File: src/rtl/alu_arb_pkg.sv
`default_nettype none
// ============================================================================
//  Module   : alu_arb_pkg
//  Purpose  : Op codes, sequencer state encoding and op legality for alu_arbiter.
//             ALU_ARB_MUL_EN makes op 0011 (MUL) legal.
//  Revision : 1.0  initial release
// ============================================================================
package alu_arb_pkg;

   localparam logic [3:0] OP_AND = 4'b0000;
   localparam logic [3:0] OP_OR  = 4'b0001;
   localparam logic [3:0] OP_ADD = 4'b0010;
   localparam logic [3:0] OP_MUL = 4'b0011;
   localparam logic [3:0] OP_XOR = 4'b0101;
   localparam logic [3:0] OP_SUB = 4'b0110;
   localparam logic [3:0] OP_SLT = 4'b0111;

   localparam logic [1:0] IDLE = 2'd0;
   localparam logic [1:0] EXEC = 2'd1;
   localparam logic [1:0] MUL  = 2'd2;
   localparam logic [1:0] RESP = 2'd3;

   function automatic logic op_is_legal(input logic [3:0] op);
      case (op)
         OP_AND, OP_OR, OP_ADD, OP_XOR, OP_SUB, OP_SLT: op_is_legal = 1'b1;
`ifdef ALU_ARB_MUL_EN
         OP_MUL:                                        op_is_legal = 1'b1;
`endif
         default:                                       op_is_legal = 1'b0;
      endcase
   endfunction

endpackage
`default_nettype wire

File: src/rtl/rr_arb2.sv
`default_nettype none
// ============================================================================
//  Module   : rr_arb2
//  Purpose  : Two-way round-robin grant; the last-granted pointer moves on accept.
//  Revision : 1.0  initial release
// ============================================================================
module rr_arb2 #(
   parameter bit RST_GRANT = 1'b1
) (
   input  logic       clk,
   input  logic       rst_n,
   input  logic       en,
   input  logic [1:0] req,
   input  logic       accept,
   output logic [1:0] grant
);

   logic r_last;

   // On a tie the requester that did not win last time goes first.
   always_comb begin
      grant = 2'b00;
      if (en) begin
         case (req)
            2'b01:   grant = 2'b01;
            2'b10:   grant = 2'b10;
            2'b11:   grant = r_last ? 2'b01 : 2'b10;
            default: grant = 2'b00;
         endcase
      end
   end

   always_ff @(posedge clk) begin
      if (!rst_n) begin
         r_last <= RST_GRANT;
      end else if (accept) begin
         r_last <= grant[1];
      end
   end

endmodule
`default_nettype wire

File: src/rtl/alu_arbiter.sv
`default_nettype none
// ============================================================================
//  Module   : alu_arbiter
//  Purpose  : Shares one combinational ALU between two requesters with a
//             round-robin valid/ready front end. ALU_ARB_MUL_EN adds shift-add MUL.
//  Revision : 1.0  initial release
// ============================================================================
module alu_arbiter
   import alu_arb_pkg::*;
#(
   parameter int W         = 8,
   parameter bit RST_GRANT = 1'b1
) (
   input  logic         clk,
   input  logic         rst_n,
   input  logic         req0_valid,
   output logic         req0_ready,
   input  logic [3:0]   req0_op,
   input  logic [W-1:0] req0_a,
   input  logic [W-1:0] req0_b,
   input  logic         req1_valid,
   output logic         req1_ready,
   input  logic [3:0]   req1_op,
   input  logic [W-1:0] req1_a,
   input  logic [W-1:0] req1_b,
   output logic         rsp0_valid,
   output logic         rsp1_valid,
   output logic [W-1:0] rsp_data,
   output logic         rsp_zero,
   output logic         rsp_err,
   output logic [W-1:0] alu_reg_1,
   output logic [W-1:0] alu_reg_2,
   output logic [3:0]   alu_cont,
   input  logic [W-1:0] alu_out,
   input  logic         alu_zero
);

   logic [1:0]   r_state;
   logic [3:0]   r_op;
   logic [W-1:0] r_a;
   logic [W-1:0] r_b;
   logic         r_id;
   logic [W-1:0] r_data;
   logic         r_zero;
   logic         r_err;

`ifdef ALU_ARB_MUL_EN
   localparam int c_CNT_W = $clog2(W);
   logic [c_CNT_W-1:0] r_cnt;
`endif

   logic         w_en;
   logic [1:0]   w_grant;
   logic         w_acc0;
   logic         w_acc1;
   logic         w_accept;
   logic [3:0]   w_sel_op;
   logic [W-1:0] w_sel_a;
   logic [W-1:0] w_sel_b;
   logic         w_legal;
   logic         w_resp;

   // Ready is withheld while reset is asserted so nothing is accepted then.
   assign w_en = rst_n && (r_state == IDLE);

   rr_arb2 #(
      .RST_GRANT (RST_GRANT)
   ) u_rr_arb2 (
      .clk    (clk),
      .rst_n  (rst_n),
      .en     (w_en),
      .req    ({req1_valid, req0_valid}),
      .accept (w_accept),
      .grant  (w_grant)
   );

   assign req0_ready = w_grant[0];
   assign req1_ready = w_grant[1];
   assign w_acc0     = req0_valid && req0_ready;
   assign w_acc1     = req1_valid && req1_ready;
   assign w_accept   = w_acc0 || w_acc1;

   assign w_sel_op = w_acc1 ? req1_op : req0_op;
   assign w_sel_a  = w_acc1 ? req1_a  : req0_a;
   assign w_sel_b  = w_acc1 ? req1_b  : req0_b;
   assign w_legal  = op_is_legal(w_sel_op);

   always_ff @(posedge clk) begin
      if (!rst_n) begin
         r_state <= IDLE;
         r_op    <= 4'b0000;
         r_a     <= '0;
         r_b     <= '0;
         r_id    <= 1'b0;
         r_data  <= '0;
         r_zero  <= 1'b0;
         r_err   <= 1'b0;
`ifdef ALU_ARB_MUL_EN
         r_cnt   <= '0;
`endif
      end else begin
         case (r_state)
            IDLE: begin
               if (w_accept) begin
                  r_op <= w_sel_op;
                  r_a  <= w_sel_a;
                  r_b  <= w_sel_b;
                  r_id <= w_acc1;
                  // Illegal ops skip the ALU and carry a fixed zero result.
                  if (w_legal) begin
                     r_data <= '0;
                     r_zero <= 1'b0;
                     r_err  <= 1'b0;
`ifdef ALU_ARB_MUL_EN
                     r_cnt   <= '0;
                     r_state <= (w_sel_op == OP_MUL) ? MUL : EXEC;
`else
                     r_state <= EXEC;
`endif
                  end else begin
                     r_data  <= '0;
                     r_zero  <= 1'b1;
                     r_err   <= 1'b1;
                     r_state <= RESP;
                  end
               end
            end
            EXEC: begin
               r_data  <= alu_out;
               r_zero  <= alu_zero;
               r_state <= RESP;
            end
`ifdef ALU_ARB_MUL_EN
            MUL: begin
               // r_data is the accumulator; r_a/r_b walk the shifted partial products.
               r_data <= alu_out;
               r_zero <= alu_zero;
               r_a    <= r_a << 1;
               r_b    <= r_b >> 1;
               r_cnt  <= r_cnt + 1'b1;
               if (r_cnt == c_CNT_W'(W - 1)) begin
                  r_state <= RESP;
               end
            end
`endif
            RESP: begin
               r_state <= IDLE;
            end
            default: begin
               r_state <= IDLE;
            end
         endcase
      end
   end

   always_comb begin
      alu_reg_1 = '0;
      alu_reg_2 = '0;
      alu_cont  = 4'b0000;
      case (r_state)
         EXEC: begin
            alu_reg_1 = r_a;
            alu_reg_2 = r_b;
            alu_cont  = r_op;
         end
`ifdef ALU_ARB_MUL_EN
         MUL: begin
            alu_reg_1 = r_data;
            alu_reg_2 = r_b[0] ? r_a : '0;
            alu_cont  = OP_ADD;
         end
`endif
         default: begin
            alu_cont = 4'b0000;
         end
      endcase
   end

   assign w_resp     = (r_state == RESP);
   assign rsp0_valid = w_resp && !r_id;
   assign rsp1_valid = w_resp &&  r_id;
   assign rsp_data   = w_resp ? r_data : '0;
   assign rsp_zero   = w_resp && r_zero;
   assign rsp_err    = w_resp && r_err;

endmodule
`default_nettype wire

File: config.mk
export PLATFORM = sky130hd
export DESIGN_NAME = alu_arbiter
export DESIGN_NICKNAME = d
export VERILOG_FILES = /design/src/rtl/alu_arb_pkg.sv /design/src/rtl/rr_arb2.sv /design/src/rtl/alu_arbiter.sv
export SDC_FILE = /design/constraint.sdc
export NUM_CORES = 1
export LEC_CHECK = 0
export CAP_MARGIN = 20
export CELL_PAD_IN_SITES_DETAIL_PLACEMENT = 0
export CELL_PAD_IN_SITES_GLOBAL_PLACEMENT = 2
export CORE_MARGIN = 4
export CORE_UTILIZATION = 20
export DETAILED_ROUTE_END_ITERATION = 16
export GPL_ROUTABILITY_DRIVEN = 0
export PLACE_DENSITY_LB_ADDON = 0.05
export SLEW_MARGIN = 20
export SYNTH_ARGS = -nofsm -noshare
export SYNTH_HDL_FRONTEND = slang
export SYNTH_HIERARCHICAL = 1
export SYNTH_SLANG_ARGS = --single-unit
File: constraint.sdc
create_clock -name clk -period 2.3 [get_ports clk]
set_clock_uncertainty 0.05 [all_clocks]
set_input_delay 0.345 -clock clk [delete_from_list [all_inputs] [get_ports clk]]
set_output_delay 0.345 -clock clk [all_outputs]
set_load 0.02 [all_outputs]
==> impl_metrics.ini, run 1 <==
[grt]
grt_max_degree = 35
grt_util_all_layers = 0.122
grt_antenna_before_repair = 0
first_global_vias = 2080
grt_pass1_wl_um = 10700
grt_overflow = 0

[layout]
layout-drive-gt1-share = 0.201
syn_to_final_growth_pct = 69.5
fillers = 925
seqCellArea_um2 = 681
multiInputGateArea_um2 = 1060
fin_cells = 427
layout_commonest_cell = clkdlybuf4s50_1
final_util = 0.355
layout.nets = 371
antennaDiodeCount = 0
layout_common_cells = 64 x clkdlybuf4s50_1, 34 x dfxtp_1, 32 x nor2_1, 25 x buf_4, 22 x nand2_1

[critical_path]
slowest_stage = clkdlybuf4s50_1
cp_cell_sequence = clkdlybuf4s50_1 > inv_1 > nor3_2 > nand2_1 > nor2_4 > a22o_2 > nor3b_4 > buf_4 > clkbuf_16 > nor2_1 > a311oi_2
startpoint_type = primary input
crit_type = in -> reg
timing.rr.end = r_a[7]$_SDFFE_PN0P_
worstPathRequired_ns = 2.46
r2r_cells = 9
crit_path_max_incr_delay_ns = 0.49
cp.arrival_ns = 2.35
critPathMaxFanout = 17
r2r_start = r_state[0]$_SDFFE_PN0P_
endpoint_kind = register
r2r_setup_slack_ns = 0.29

[floorplanning]
ioPinCount = 87
rows = 34
initial_utilization = 0.209
die_area_um2 = 10900
fp.dieW_um = 104
core_um2 = 8850
die_h_um = 104

[detailed_routing]
num_vias = 1917
drt-initial-drc-count = 27
via_per_inst = 4.49
drtPass1Iterations = 4
routedWlPerCell_um = 15.8
detail_route.wirelength_um = 6770
drc_errors = 0
ant_nets = 0

[sta]
min_period_ns = 2.19
min_period_over_period = 0.953
holdWs_ns = 0.446
finalSetupViolCount = 0
finalHoldViolations = 0
setup_ws_ns = 0.109
rsz0062_at_grt = false
report.final.slew_viol_count = 0
worst_pin_slew_ns = 0.496
max_freq_ghz = 0.456
relSlewSlack = 0.669

[placement]
post-place-cells = 416
place_hpwl_um = 4680
io_buffers = 86
dpl_worst_slack_ns = -0.210

[cts]
cts_num_sinks = 34
htree_levels = 2
clk-insertion-delay-late_ns = 0.28
cts_buffer_depth = 2
cts.clk_slew.worst_paths_ns = 0.08
tritoncts = built
cts_made_buffers = 5
cts_root_buf = clkbuf_8

[hold_path]
min_from = r_data[4]$_SDFFE_PN0P_
hold_depth = 2
min_to = r_data[4]$_SDFFE_PN0P_
hold_class = reg -> reg

[synthesis]
syn-instance-count = 216
synth_top_family_by_area = simple AND/OR/NAND/NOR gates
yosys_warnings = 6
synthAdderAreaFrac = 0
synth_compound_area_frac = 0.238
syn_nets = 269
synth-simple-area-share = 0.306
synth_area_um2 = 1850
synth-xor-area-share = 0
syn_area_per_cell_um2 = 8.58
yosysUniqueCellTypes = 32
synthMuxAreaShare = 0.0176
synth_seq_cells = 34
ys_seq_area_frac = 0.367

[run]
drv_cap = 0

[power]
power_density_nw_per_um2 = 502
power_leakage_nw = 1.45
ir_worst_vdd_v = 0.000179

[status]
status = complete, no violations
-- report_power, final --
group / internal, mW / switching, mW / total (mW) / leakage, nW
sequential: 0.637 / 0.0241 / 0.661 / 0.278
clock: 0.242 / 0.229 / 0.470 / 0.0482
combinational: 0.236 / 0.208 / 0.444 / 1.13
total: 1.11 / 0.460 / 1.57 / 1.45
-- kinds of logic after synthesis --
kind of cell,count (synthesis)
DFF,34
and+or+nand+nor,113
muxes,3
AOI/OAI and AO/OA,40
buffers and inverters,26
-- layer usage --
| metal | up-vias | global-route usage | wire length (µm) |
|---|---|---|---|
| met1 | 890 | 0.155 | 3160 |
| met2 | 52 | 0.210 | 3250 |
| met4 | 0 | 0.0256 | 53 |
| li1 | 970 | - | - |
| met5 | - | 0 | 0 |
| met3 | 5 | 0.0304 | 297 |
-- how the worst max path moves through the flow --
stage	endpoint	from	slack, ns	depth (start not counted)
global placement	r_err$_SDFFE_PN0P_	rst_n	-0.16	10
CTS	alu_reg_2[4]	r_state[1]$_SDFFE_PN0P_	0.002	5
finish	r_a[7]$_SDFFE_PN0P_	rst_n	0.11	11
detailed placement	r_err$_SDFFE_PN0P_	rst_n	-0.21	10
global route	r_zero$_SDFFE_PN0P_	rst_n	0.002	9
floorplan	r_a[0]$_SDFFE_PN0P_	r_state[0]$_SDFFE_PN0P_	0.04	10
-- synth_stat cells (all sizes together) --
library cell	n	area [µm²]
o21ai	1	5.00
a21boi	1	7.51
mux2i	1	10.0
clkbuf	10	38.8
o32ai	1	8.76
a22o	1	10.0
nand2b	1	6.26
a21oi	2	10.0
and2	22	140
nor3	2	10.0
a221oi	2	17.5
o311ai	1	16.3
and4b	2	20.0
dfxtp	34	681
inv	6	22.5
a211oi	2	15.0
nor2	33	124
and3	10	62.6
a311oi	18	270
nor3b	1	18.8
nand3	18	90.1
a31oi	2	12.5
buf	10	71.3
a22oi	8	60.1
o21bai	1	7.51
nand2	22	82.6
mux2	2	22.5
nor2b	2	12.5
-- stage by stage --
stage / TNS (ns) / cell area, µm² / power (mW)
final: 0 / 3140 / 1.57
after global routing: 0 / 3140 / 1.68
after floorplan: 0 / 1860 / 0.895
after CTS: 0 / 3050 / 1.59
after global placement: -3.38 / 2970 / 1.11
after detailed placement: -4.94 / 2970 / 1.11
-- sequential cells by signal, summed over array words and instances, names as in the netlist --
name,count
r_zero,1
r_id,1
r_state,2
r_a,8
r_op,4
r_data,8
r_b,8
u_rr_arb2/r_last,1
r_err,1
-- cell type report --
class                      instances  share of cell area
clock buffer                       7              0.0275
multi-input combinational        156               0.337
inverter                           6             0.00717
timing repair buffer             115               0.367
sequential                        34               0.217
tap                              108              0.0430
clock inverter                     1             0.00159
-- repair_timing --
item,in CTS,in global routing
endpoints found under the setup margin,11,29
gates cloned,0,2
hold buffers,0,0
resized for setup,11,12
setup buffers,0,1
-- critical path, delay by kind of cell --
family	cells	cell delay, ns
compound gates	2	0.39
buf+inv	4	0.94
simple gates	5	0.67
Note: power is estimated with default switching activity, not from simulation.
==> run 2, diff against run 1 <==
--- a/config.mk
+++ b/config.mk
@@ -8,7 +8,7 @@
 export CAP_MARGIN = 20
 export CELL_PAD_IN_SITES_DETAIL_PLACEMENT = 0
 export CELL_PAD_IN_SITES_GLOBAL_PLACEMENT = 2
-export CORE_MARGIN = 4
+export CORE_MARGIN = 8
 export CORE_UTILIZATION = 20
 export DETAILED_ROUTE_END_ITERATION = 16
 export GPL_ROUTABILITY_DRIVEN = 0
==> run 2 against run 1 <==
  * Non-clock buffer count grew 1
  * First-iteration DRC count grew 22%
  * Register-to-register slack is essentially flat
  * Setup slack gained 0.029 ns
  * Worst hold slack lost 0.0013 ns
  * Global-route usage shrank 1.3 points
  * Die area grew 16%
  * Combinational power shrank 4%
  * Fmax grew 1.3%
  * Clock-buffer cell count shrank 1
  * Sequential cell count is the same
  * Critical path type unchanged
  * Critical endpoint is now r_a[3]$_SDFFE_PN0P_
  * Largest cell class unchanged
==> impl_metrics.ini, run 2 (synthesis gave the netlist of run 1 again) <==
[status]
status = complete, no violations

[sta]
finalSetupViolCount = 0
min_period_ns = 2.16
setup-tns-final_ns = 0
holdWs_ns = 0.445
max_freq_ghz = 0.462
finalHoldViolations = 0
setup_ws_ns = 0.138
report.final.slew_viol_count = 0
min_period_over_period = 0.940
relSlewSlack = 0.685
rsz0062_at_grt = true
worst_pin_slew_ns = 0.473

[layout]
layout.nets = 372
layout-drive-gt1-share = 0.206
antennaDiodeCount = 0
finalInstanceArea_um2 = 3110
layout_common_cells = 64 x clkdlybuf4s50_1, 34 x dfxtp_1, 32 x nor2_1, 26 x buf_4, 22 x nand2_1
fin_cells = 431
layout_commonest_cell = clkdlybuf4s50_1
reg_top3 = r_a: 8 flops, r_b: 8 flops, r_data: 8 flops
fillers = 966
syn_to_final_growth_pct = 67.7
final_util = 0.341

[power]
power_density_nw_per_um2 = 504
power_mw = 1.57
power_leakage_nw = 1.40
ir_worst_vdd_v = 0.000208

[cts]
cts_num_sinks = 34
cts.clk_slew.worst_paths_ns = 0.08
cts_made_buffers = 5
tritoncts = built
cts_root_buf = clkbuf_8
clk-insertion-delay-late_ns = 0.28
cts_buffer_depth = 2
htree_levels = 2

[floorplanning]
rows = 35
die_area_um2 = 12600
core_um2 = 9110
fp.dieW_um = 112
ioPinCount = 87
initial_utilization = 0.203
die_h_um = 112

[detailed_routing]
detail_route.wirelength_um = 6800
num_vias = 1901
drtPass1Iterations = 4
routedWlPerCell_um = 15.8
ant_nets = 0
via_per_inst = 4.41
drc_errors = 0
drt-initial-drc-count = 33

[placement]
post-place-cells = 418
placed_area_um2 = 2940
dpl_worst_slack_ns = -0.206
place_hpwl_um = 5090
io_buffers = 86

[critical_path]
cp_top_family = buffers and inverters
startpoint_type = primary input
endpoint_kind = register
worstPathRequired_ns = 2.45
slowest_stage = clkdlybuf4s50_1
crit_path_max_incr_delay_ns = 0.48
crit_type = in -> reg
critPathMaxFanout = 15
cp_cell_sequence = clkdlybuf4s50_1 > inv_1 > nor3_2 > nand2_1 > nor2_4 > a22o_2 > nor3b_4 > buf_4 > buf_8 > nor2_1 > a311oi_2
cp.arrival_ns = 2.31
cp_num_buf_inv = 4

[grt]
grt_overflow = 0
grt_pass1_wl_um = 10900
grt_antenna_before_repair = 0
grt_util_all_layers = 0.110
grt_max_degree = 31
first_global_vias = 2032

[run]
drv_cap = 0

[hold_path]
hold_class = reg -> reg
[run 2: area by class of cell]
| type | count | area (µm²) | area share |
|---|---|---|---|
| Timing Repair Buffer | 116 | 1110 | 0.358 |
| Multi-Input combinational cell | 156 | 1060 | 0.341 |
| Sequential cell | 34 | 681 | 0.219 |
| Tap cell | 111 | 139 | 0.0447 |
| Clock buffer | 6 | 82.6 | 0.0266 |
| Inverter | 6 | 22.5 | 0.00725 |
| Clock inverter | 2 | 12.5 | 0.00403 |
[run 2: metal layers]
| metal | up-vias | GRT usage | share of wire |
|---|---|---|---|
| met5 | - | 0 | 0 |
| met4 | 0 | 0.0270 | 0.0096 |
| met3 | 6 | 0.0419 | 0.069 |
| met2 | 49 | 0.174 | 0.47 |
| met1 | 878 | 0.136 | 0.46 |
| li1 | 968 | - | - |
[run 2: path summary, 6_finish.rpt]
kind / start / to / slack, ns / cells after the start
worst min-delay path: r_data[4]$_SDFFE_PN0P_ / r_data[4]$_SDFFE_PN0P_ / 0.44 / 2
worst max-delay path: rst_n / r_a[3]$_SDFFE_PN0P_ / 0.14 / 11
worst max register to register: r_state[0]$_SDFFE_PN0P_ / r_a[3]$_SDFFE_PN0P_ / 0.30 / 9
worst min register to register: r_data[4]$_SDFFE_PN0P_ / r_data[4]$_SDFFE_PN0P_ / 0.44 / 2
[run 2: worst min-delay path: stages, from the launching register on]
cell and delay [ns]:
dfxtp_1 0.32, a22oi_1 0.06, nor2_1 0.08
[run 2: report_power, final]
group | leakage, nW | switching (mW) | internal (mW)
registers | 0.278 | 0.0245 | 0.636
logic | 1.08 | 0.201 | 0.227
clock network | 0.0472 | 0.235 | 0.241
total | 1.40 | 0.461 | 1.10
[run 2: what timing repair did]
item | 4_1_cts | 5_1_grt
hold buffers | 0 | 0
setup endpoints to repair | 14 | 26
gates resized for setup | 14 | 12
setup buffers | 0 | 5
==> run 3, diff against run 2 <==
--- a/config.mk
+++ b/config.mk
@@ -9,7 +9,7 @@
 export CELL_PAD_IN_SITES_DETAIL_PLACEMENT = 0
 export CELL_PAD_IN_SITES_GLOBAL_PLACEMENT = 2
 export CORE_MARGIN = 8
-export CORE_UTILIZATION = 20
+export CORE_UTILIZATION = 24
 export DETAILED_ROUTE_END_ITERATION = 16
 export GPL_ROUTABILITY_DRIVEN = 0
 export PLACE_DENSITY_LB_ADDON = 0.05
==> constraint.sdc (replaced) <==
create_clock -name clk -period 2.52 [get_ports clk]
set_clock_uncertainty 0.05 [all_clocks]
set_input_delay 0.378 -clock clk [delete_from_list [all_inputs] [get_ports clk]]
set_output_delay 0.378 -clock clk [all_outputs]
set_load 0.02 [all_outputs]
==> run 3 against run 2 <==
  * Total power up 3.7%
  * Core utilization up 6.7 points
  * Sequential cell count unchanged
  * Register-to-register slack better by 0.10 ns
  * Clock power up 35%
  * Via count down 1.2%
  * Sequential share of layout area up 0.085 points
  * Critical path depth down 7
  * Highest routed layer unchanged
  * Critical endpoint is now alu_reg_2[7]
  * Sequential power down 8.3%
  * Die area down 14%
  * Setup slack better by 0.046 ns
  * Largest cell class unchanged
  * Worst hold slack better by 0.0013 ns
==> impl_metrics.ini, run 3 (synthesis gave the netlist of run 1 again) <==
[status]
status = complete, no violations

[critical_path]
crit_type = reg -> out
cp_cell_sequence = nor2b_4 > buf_4 > and2_1 > clkdlybuf4s50_1
r2r_start = r_state[1]$_SDFFE_PN0P_
startpoint_type = register
r2r_setup_slack_ns = 0.40
endpoint_kind = output pin
slowest_stage = clkdlybuf4s50_1
cp_top_family = buffers and inverters
r2r_cells = 8
worstPathRequired_ns = 2.09
crit_path_max_incr_delay_ns = 0.61
cp_num_buf_inv = 2
critPathMaxFanout = 10
cp.arrival_ns = 1.91
timing.rr.end = r_err$_SDFFE_PN0P_

[cts]
cts.clk_slew.worst_paths_ns = 0.08
clk-insertion-delay-late_ns = 0.29
tritoncts = built
cts_buffer_depth = 2
cts_setup_buffers = 0
cts_num_sinks = 34
cts_made_buffers = 5
htree_levels = 2
cts-resized-gates = 2
hold_buffers = 0
cts_root_buf = clkbuf_8

[power]
ir_worst_vdd_v = 0.000204
power_density_nw_per_um2 = 523
power_mw = 1.62
power_leakage_nw = 1.22

[layout]
fin_cells = 419
syn_to_final_growth_pct = 67.4
finalInstanceArea_um2 = 3100
fillers = 798
layout_commonest_cell = clkdlybuf4s50_1
antennaDiodeCount = 0
reg_top3 = r_a: 8 flops, r_b: 8 flops, r_data: 8 flops
layout.nets = 369
layout_common_cells = 84 x clkdlybuf4s50_1, 33 x dfxtp_1, 32 x nor2_1, 26 x buf_4, 22 x nand2_1
layout-drive-gt1-share = 0.196

[detailed_routing]
drc_errors = 0
drt-initial-drc-count = 93
detail_route.wirelength_um = 6240
ant_nets = 0
drtPass1Iterations = 4
num_vias = 1879
via_per_inst = 4.48
routedWlPerCell_um = 14.9

[grt]
first_global_vias = 2021
grt_pass1_wl_um = 10300
grt_max_degree = 31
grt_util_all_layers = 0.117
grt_antenna_before_repair = 0
grt_overflow = 0

[sta]
finalHoldViolations = 0
rsz0062_at_grt = false
min_period_over_period = 0.927
finalSetupViolCount = 0
worst_pin_slew_ns = 0.464
max_freq_ghz = 0.428
setup-tns-final_ns = 0
report.final.slew_viol_count = 0
min_period_ns = 2.34
relSlewSlack = 0.691

[placement]
io_buffers = 86
place_hpwl_um = 4670
post-place-cells = 411
placed_area_um2 = 2950

[floorplanning]
fp.dieW_um = 104
rows = 32
die_h_um = 104
ioPinCount = 87
initial_utilization = 0.244
core_um2 = 7610
die_area_um2 = 10800

[hold_path]
min_from = r_op[3]$_SDFFE_PN0P_
hold_class = reg -> reg
hold_depth = 2
min_to = r_op[3]$_SDFFE_PN0P_

[run]
drv_cap = 0
-- run 3: layout make-up --
type                       count  area (µm²)  share of cell area
sequential                    34         682               0.220
tap                          102         128              0.0411
inverter                       6        22.5             0.00726
timing repair buffer         113        1080               0.347
multi-input combinational    156        1050               0.338
clock inverter                 2        60.1              0.0194
clock buffer                   6        82.6              0.0266
-- run 3: through the flow --
stage,utilization,hold slack (ns),setup slack (ns)
after floorplan,-,0.401,0.0347
after global placement,0.388,0.423,-0.0147
after detailed placement,0.388,0.431,-0.0166
after CTS,0.407,0.451,0.0311
after global routing,0.408,0.472,0.0696
final,0.408,0.446,0.183
-- run 3: power by group --
part           leakage, nW  internal [mW]  switching (mW)
sequential           0.278          0.581          0.0253
combinational        0.866          0.204           0.172
clock               0.0714          0.422           0.218
-- run 3: how the worst max path moves through the flow --
stage | start | endpoint | slack (ns) | depth (start not counted)
final | r_state[0]$_SDFFE_PN0P_ | alu_reg_2[7] | 0.18 | 4
after global routing | rst_n | r_err$_SDFFE_PN0P_ | 0.07 | 10
after CTS | rst_n | req0_ready | 0.03 | 6
after detailed placement | rst_n | r_err$_SDFFE_PN0P_ | -0.02 | 10
after global placement | rst_n | r_err$_SDFFE_PN0P_ | -0.01 | 10
after floorplan | r_state[0]$_SDFFE_PN0P_ | r_a[0]$_SDFFE_PN0P_ | 0.03 | 10
-- run 3: worst register-to-register path, cell delays in order, from the launching register on --
cell	delay [ns]
dfxtp_1	0.42
nor3_1	0.27
nand2_1	0.14
nor2_2	0.18
a22o_2	0.18
nor3b_4	0.18
buf_4	0.27
nor2b_1	0.24
a21oi_1	0.09
-- run 3: routing by layer --
layer	track usage	wire length [µm]	vias up
li1	-	-	960
met5	0	0	-
met1	0.141	2870	861
met3	0.0471	431	4
met4	0.0279	43	0
met2	0.188	2890	54
